### src/rtl/uart_rx_deserializer_if.sv
// uart_rx_deserializer_if: serial line, frame options and received-word outputs of the UART deserializer
interface uart_rx_deserializer_if #(parameter int DATA_WIDTH = 8);
  logic                  RX_IN;
  logic                  PAR_EN;
  logic                  PAR_TYP;
  logic [DATA_WIDTH-1:0] P_DATA;
  logic                  DATA_VALID;
  logic                  PAR_ERR;
  logic                  STP_ERR;
  modport master (output RX_IN, PAR_EN, PAR_TYP, input P_DATA, DATA_VALID, PAR_ERR, STP_ERR);
  modport slave (input RX_IN, PAR_EN, PAR_TYP, output P_DATA, DATA_VALID, PAR_ERR, STP_ERR);
endinterface

### src/rtl/uart_rx_deserializer.sv
// uart_rx_deserializer: oversampled LSB-first UART receiver with majority voting; parity support under UART_RX_PARITY_EN
module uart_rx_deserializer #(
  parameter int DATA_WIDTH = 8,
  parameter int OVERSAMPLE = 8
) (
  input logic                   CLK,
  input logic                   RST,
  uart_rx_deserializer_if.slave rx
);
  localparam int EW = $clog2(OVERSAMPLE);
  localparam int BW = $clog2(DATA_WIDTH);
  localparam logic [EW-1:0] S_LO = EW'(OVERSAMPLE / 2 - 1);
  localparam logic [EW-1:0] S_HI = EW'(OVERSAMPLE / 2 + 1);
  localparam logic [EW-1:0] DEC = EW'(OVERSAMPLE / 2 + 2);
  localparam logic [EW-1:0] LAST = EW'(OVERSAMPLE - 1);
  typedef enum logic [2:0] {IDLE, START, DATA, PARITY, STOP} state_t;
  state_t                state_q;
  logic [1:0]            sync_q;
  logic [EW-1:0]         edge_q;
  logic [BW-1:0]         bit_q;
  logic [2:0]            smp_q;
  logic [DATA_WIDTH-1:0] shift_q;
  logic [DATA_WIDTH-1:0] data_q;
  logic                  armed_q;
  logic                  dv_q;
  logic                  pe_q;
  logic                  se_q;
  logic                  rx_s;
  logic                  wrap;
  logic                  decide;
  logic                  sample;
  logic                  maj;
  logic                  par_on;
  logic                  perr;
  assign rx_s = sync_q[1];
  assign wrap = edge_q == LAST;
  assign decide = edge_q == DEC;
  assign sample = edge_q >= S_LO && edge_q <= S_HI;
  assign maj = (smp_q[0] & smp_q[1]) | (smp_q[0] & smp_q[2]) | (smp_q[1] & smp_q[2]);
`ifdef UART_RX_PARITY_EN
  logic perr_q;
  assign par_on = rx.PAR_EN;
  assign perr = perr_q;
  always_ff @(posedge CLK) begin
    if (RST) perr_q <= 1'b0;
    else if (state_q == IDLE) perr_q <= 1'b0;
    else if (state_q == PARITY && decide) perr_q <= maj ^ (^shift_q) ^ rx.PAR_TYP;
  end
`else
  logic unused_par;
  assign unused_par = rx.PAR_EN ^ rx.PAR_TYP;
  assign par_on = 1'b0;
  assign perr = 1'b0;
`endif
  always_ff @(posedge CLK) begin
    if (RST) begin
      sync_q  <= 2'b11;
      state_q <= IDLE;
      edge_q  <= '0;
      bit_q   <= '0;
      smp_q   <= '0;
      shift_q <= '0;
      data_q  <= '0;
      armed_q <= 1'b1;
      dv_q    <= 1'b0;
      pe_q    <= 1'b0;
      se_q    <= 1'b0;
    end else begin
      sync_q <= {sync_q[0], rx.RX_IN};
      dv_q   <= 1'b0;
      pe_q   <= 1'b0;
      se_q   <= 1'b0;
      edge_q <= edge_q + EW'(1);
      if (sample) smp_q <= {smp_q[1:0], rx_s};
      case (state_q)
        IDLE: begin
          edge_q  <= '0;
          armed_q <= armed_q | rx_s;
          if (armed_q && !rx_s) begin
            state_q <= START;
            edge_q  <= EW'(1);
          end
        end
        START:
          if (decide && maj) begin
            state_q <= IDLE;
            edge_q  <= '0;
          end else if (wrap) begin
            state_q <= DATA;
            bit_q   <= '0;
          end
        DATA: begin
          if (decide) shift_q <= {maj, shift_q[DATA_WIDTH-1:1]};
          if (wrap) begin
            bit_q <= bit_q + BW'(1);
            if (bit_q == BW'(DATA_WIDTH - 1)) state_q <= par_on ? PARITY : STOP;
          end
        end
        PARITY: if (wrap) state_q <= STOP;
        STOP:
          // Leave mid-stop-bit so a start bit right after the stop bit is not missed
          if (decide) begin
            state_q <= IDLE;
            edge_q  <= '0;
            armed_q <= maj;
            dv_q    <= maj & ~perr;
            pe_q    <= perr;
            se_q    <= ~maj;
            if (maj && !perr) data_q <= shift_q;
          end
        default: state_q <= IDLE;
      endcase
    end
  end
  assign rx.P_DATA = data_q;
  assign rx.DATA_VALID = dv_q;
  assign rx.PAR_ERR = pe_q;
  assign rx.STP_ERR = se_q;
endmodule

### src/flat_wrapper.sv
// flat-port wrapper written by rule: the top's interface ports become plain ports
module uart_rx_deserializer_flat 
#(
  parameter int DATA_WIDTH = 8,
  parameter int OVERSAMPLE = 8
)
  (CLK, RST, rx_RX_IN, rx_PAR_EN, rx_PAR_TYP, rx_P_DATA, rx_DATA_VALID, rx_PAR_ERR, rx_STP_ERR);
  uart_rx_deserializer_if #(.DATA_WIDTH(DATA_WIDTH)) rx_i ();
  input logic CLK;
  input logic RST;
  input wire logic [$bits(rx_i.RX_IN)-1:0] rx_RX_IN;
  input wire logic [$bits(rx_i.PAR_EN)-1:0] rx_PAR_EN;
  input wire logic [$bits(rx_i.PAR_TYP)-1:0] rx_PAR_TYP;
  output wire logic [$bits(rx_i.P_DATA)-1:0] rx_P_DATA;
  output wire logic [$bits(rx_i.DATA_VALID)-1:0] rx_DATA_VALID;
  output wire logic [$bits(rx_i.PAR_ERR)-1:0] rx_PAR_ERR;
  output wire logic [$bits(rx_i.STP_ERR)-1:0] rx_STP_ERR;
  assign rx_i.RX_IN = rx_RX_IN;
  assign rx_i.PAR_EN = rx_PAR_EN;
  assign rx_i.PAR_TYP = rx_PAR_TYP;
  assign rx_P_DATA = rx_i.P_DATA;
  assign rx_DATA_VALID = rx_i.DATA_VALID;
  assign rx_PAR_ERR = rx_i.PAR_ERR;
  assign rx_STP_ERR = rx_i.STP_ERR;
  uart_rx_deserializer #(.DATA_WIDTH(DATA_WIDTH), .OVERSAMPLE(OVERSAMPLE)) u_core (.CLK(CLK), .RST(RST), .rx(rx_i));
endmodule
### config.mk
export PLATFORM = sky130hd
export DESIGN_NAME = uart_rx_deserializer_flat
export DESIGN_NICKNAME = d
export VERILOG_FILES = /design/src/rtl/uart_rx_deserializer_if.sv /design/src/rtl/uart_rx_deserializer.sv /design/src/flat_wrapper.sv
export SDC_FILE = /design/constraint.sdc
export NUM_CORES = 1
export LEC_CHECK = 0
export ABC_AREA = 1
export ABC_CLOCK_PERIOD_IN_PS = 1900
export BUFFER_PORTS_ARGS = -buffer_cell sky130_fd_sc_hd__buf_2
export CAP_MARGIN = 0
export CORE_ASPECT_RATIO = 1.2
export CORE_MARGIN = 2
export CORE_UTILIZATION = 43
export DETAILED_ROUTE_END_ITERATION = 12
export PLACE_DENSITY = 0.64
export SYNTH_ARGS = -nofsm -noshare
export SYNTH_HDL_FRONTEND = slang
export SYNTH_SLANG_ARGS = --single-unit
### constraint.sdc
create_clock -name CLK -period 1.9 [get_ports CLK]
set_clock_uncertainty 0.05 [all_clocks]
set_input_delay 0.38 -clock CLK [delete_from_list [all_inputs] [get_ports CLK]]
set_output_delay 0.38 -clock CLK [all_outputs]
set_load 0.005 [all_outputs]
==> metrics.cfg <==
[floorplanning]
die_y_microns = 67.4
die_w_microns = 56.8
io-pin-count = 16
fp-row-count = 23
core_area_sq_um = 3280
fp.dieArea_sq_um = 3830
initial_core_util = 0.439

[clocking]
cts_hold_buffers = 0
cts.repair.resized = 0
htree_levels = 2
worstSkewPairLatency_ns = 0.28
tritoncts = built
numCtsBuffers = 5
cts_root_buffer = clkbuf_8
clk_pin_slew_ns = 0.06
post_cts_buffers = 0
clock_sinks = 33
clock_path_buffers = 2

[sta]
fmax_ghz = 0.608
period_share = 0.866
final-hold-violation-count = 0
rsz0062_at_grt = false
drv_slew = 0
finalCriticalPeriod_ns = 1.64
setup_viol = 0
setup_tns_ns = 0

[global_routing]
grt_max_degree = 20
grt_antenna_before_repair = 0
grt_pass1_wl_microns = 4260
grt_overflow = 0
grt_use_total = 0.147
grt_pass1_vias = 1057

[setup_path]
required_ns = 2.02
crit_path_end_kind = flip-flop
start_kind = flip-flop
cpMaxStageDelayCell = dfxtp_1
worstPathArrival_ns = 1.77
path_cells = inv_1, ha_1, nand2_2, clkinv_2, nor2_2, inv_2, o21ai_2, inv_2, nand2_4, nand2_1, nand2_1, nor2_1
critPathMaxFanout = 4
cp_slowest_stage_delay_ns = 0.38
critPathKind = flip-flop to flip-flop

[routing]
via_per_inst = 4.78
drtAntennaViolNets = 0
drtIter0Drc = 31
routed_wl_microns = 2480
dr.pass1.iters = 4
wl_per_cell_microns = 10.2
drcViolationCount = 0
num_vias = 1167

[yosys]
synth_nets = 202
syn-instance-count = 190
yosys_warnings = 0
synth.avg_cell_area_sq_um = 7.58
synth.distinct_cells = 24
yosysSeqAreaShare = 0.459
synth.area.top_cells = dfxtp_1 46%, nor2_1 12%, o21ai_0 8.3%
netlist.area_leader.share = 0.459
synth_area_sq_um = 1440
synth_seq_cells = 33
synth_area_leader_cell = dfxtp_1

[hold_path]
hp-class = input port to flip-flop

[job]
max-cap-violations = 0

[finish]
num-fill-cells = 350
final_nets = 219
area.growth.synth_to_final_pct = 12.9
n_antenna_cell = 0
final_util = 0.495
drive_gt1_frac = 0.208

[place]
hpwl_microns = 1900
port-buffer-count = 12
routabilityCongestion = 0.864

[power_and_ir_drop]
cellLeakagePower_nw = 0.785
finalPower_mw = 1.64
vdd_drop_max_mv = 0.747
powerDensity_nw_per_um2 = 1010

[outcome]
status = complete, no violations

-- Yosys cell counts --
cell / instances
nor2_4: 1
buf_4: 1
inv_2: 4
conb_1: 1
dfxtp_1: 33
nand3_2: 1
clkinv_2: 2
inv_1: 18
nand3_1: 2
nand2_1: 23
ha_1: 7
nand2_4: 1
o21ai_0: 24
o21ai_2: 2
clkbuf_1: 2
nor2_2: 3
a21oi_1: 8
a211oi_2: 1
o31ai_2: 1
nor2_1: 45
nor3_1: 1
or2_2: 2
nand2_2: 6
a31oi_1: 1
-- state kept, by name, summed over array words and instances, names as in the netlist --
register              count
u_core.state_q            3
u_core.bit_q              3
u_core.sync_q             2
u_core.rx.STP_ERR         1
u_core.shift_q            8
u_core.rx.DATA_VALID      1
u_core.smp_q              3
u_core.rx.P_DATA          8
u_core.edge_q             3
u_core.armed_q            1
-- layout make-up --
class | count | area (sq um) | area share
Inverter | 24 | 92.6 | 0.0570
Multi-Input combinational cell | 130 | 672 | 0.413
Sequential cell | 33 | 661 | 0.406
Tap cell | 37 | 46.3 | 0.0285
Timing Repair Buffer | 13 | 67.6 | 0.0416
Clock buffer | 7 | 86.3 | 0.0531
-- power breakdown --
group	internal, mW	total [mW]	switching (mW)
Combinational	0.122	0.353	0.231
Clock	0.287	0.518	0.231
Sequential	0.731	0.769	0.0373
Total	1.14	1.64	0.499
-- per-stage QoR --
stage,hold WS [ns],instance area [sq um],setup WS (ns),std cells
floorplan,0.339,1440,0.427,190
global placement,0.349,1540,0.285,237
detailed placement,0.348,1540,0.256,237
CTS,0.221,1630,0.244,244
global route,0.224,1630,0.121,244
finish,0.228,1630,0.255,244
-- kinds of logic after synthesis --
kind of cell	count (synthesis)	share of synthesized area
buffers and inverters	27	0.0747
adder cells (fa/ha/maj)	7	0.0608
AO/OA/AOI/OAI	37	0.145
flip-flops	33	0.459
other	1	0.00260
AND/OR/NAND/NOR	85	0.258
-- path summary, 6_finish.rpt --
check	end	start	slack [ns]	cells past startpoint
worst max register to register	u_core.state_q[0]	u_core.edge_q[0]	0.26	12
worst min-delay path	u_core.sync_q[0]	rx_RX_IN	0.23	2
worst max-delay path	u_core.state_q[0]	u_core.edge_q[0]	0.26	12
worst min register to register	u_core.sync_q[1]	u_core.sync_q[0]	0.36	1
-- per-layer routing --
layer	vias to the layer above	part of all wire	GRT usage
met4	0	0.021	0.0785
met3	5	0.031	0.0460
li1	627	-	-
met2	14	0.50	0.265
met1	521	0.44	0.153
met5	-	0	0
-- cells in the final DEF (no fill, tap or decap) --
cell,netlist,routed
nor2_1,45,45
dfxtp_1,33,33
o21ai_0,24,24
nand2_1,23,23
inv_1,18,18
buf_2,0,12
a21oi_1,8,8
ha_1,7,7
nand2_2,6,6
clkbuf_8,0,6
inv_2,4,4
nor2_2,3,3
or2_2,2,2
nand3_1,2,2
clkinv_2,2,2
o21ai_2,2,2
nor2_4,1,1
a211oi_2,1,1
o31ai_2,1,1
nand3_2,1,1
nor3_1,1,1
nand2_4,1,1
a31oi_1,1,1
conb_1,1,1
clkbuf_1,2,1
buf_4,1,1
-- critical path, delay by kind of cell (launching register included) --
| kind | cells | cell delay, ns |
|---|---|---|
| AND/OR/NAND/NOR | 6 | 0.52 |
| buffers and inverters | 4 | 0.31 |
| AO/OA/AOI/OAI | 1 | 0.06 |
| flip-flops | 1 | 0.38 |
| adder cells (fa/ha/maj) | 1 | 0.22 |
Note: power is estimated with default switching activity, not from simulation.
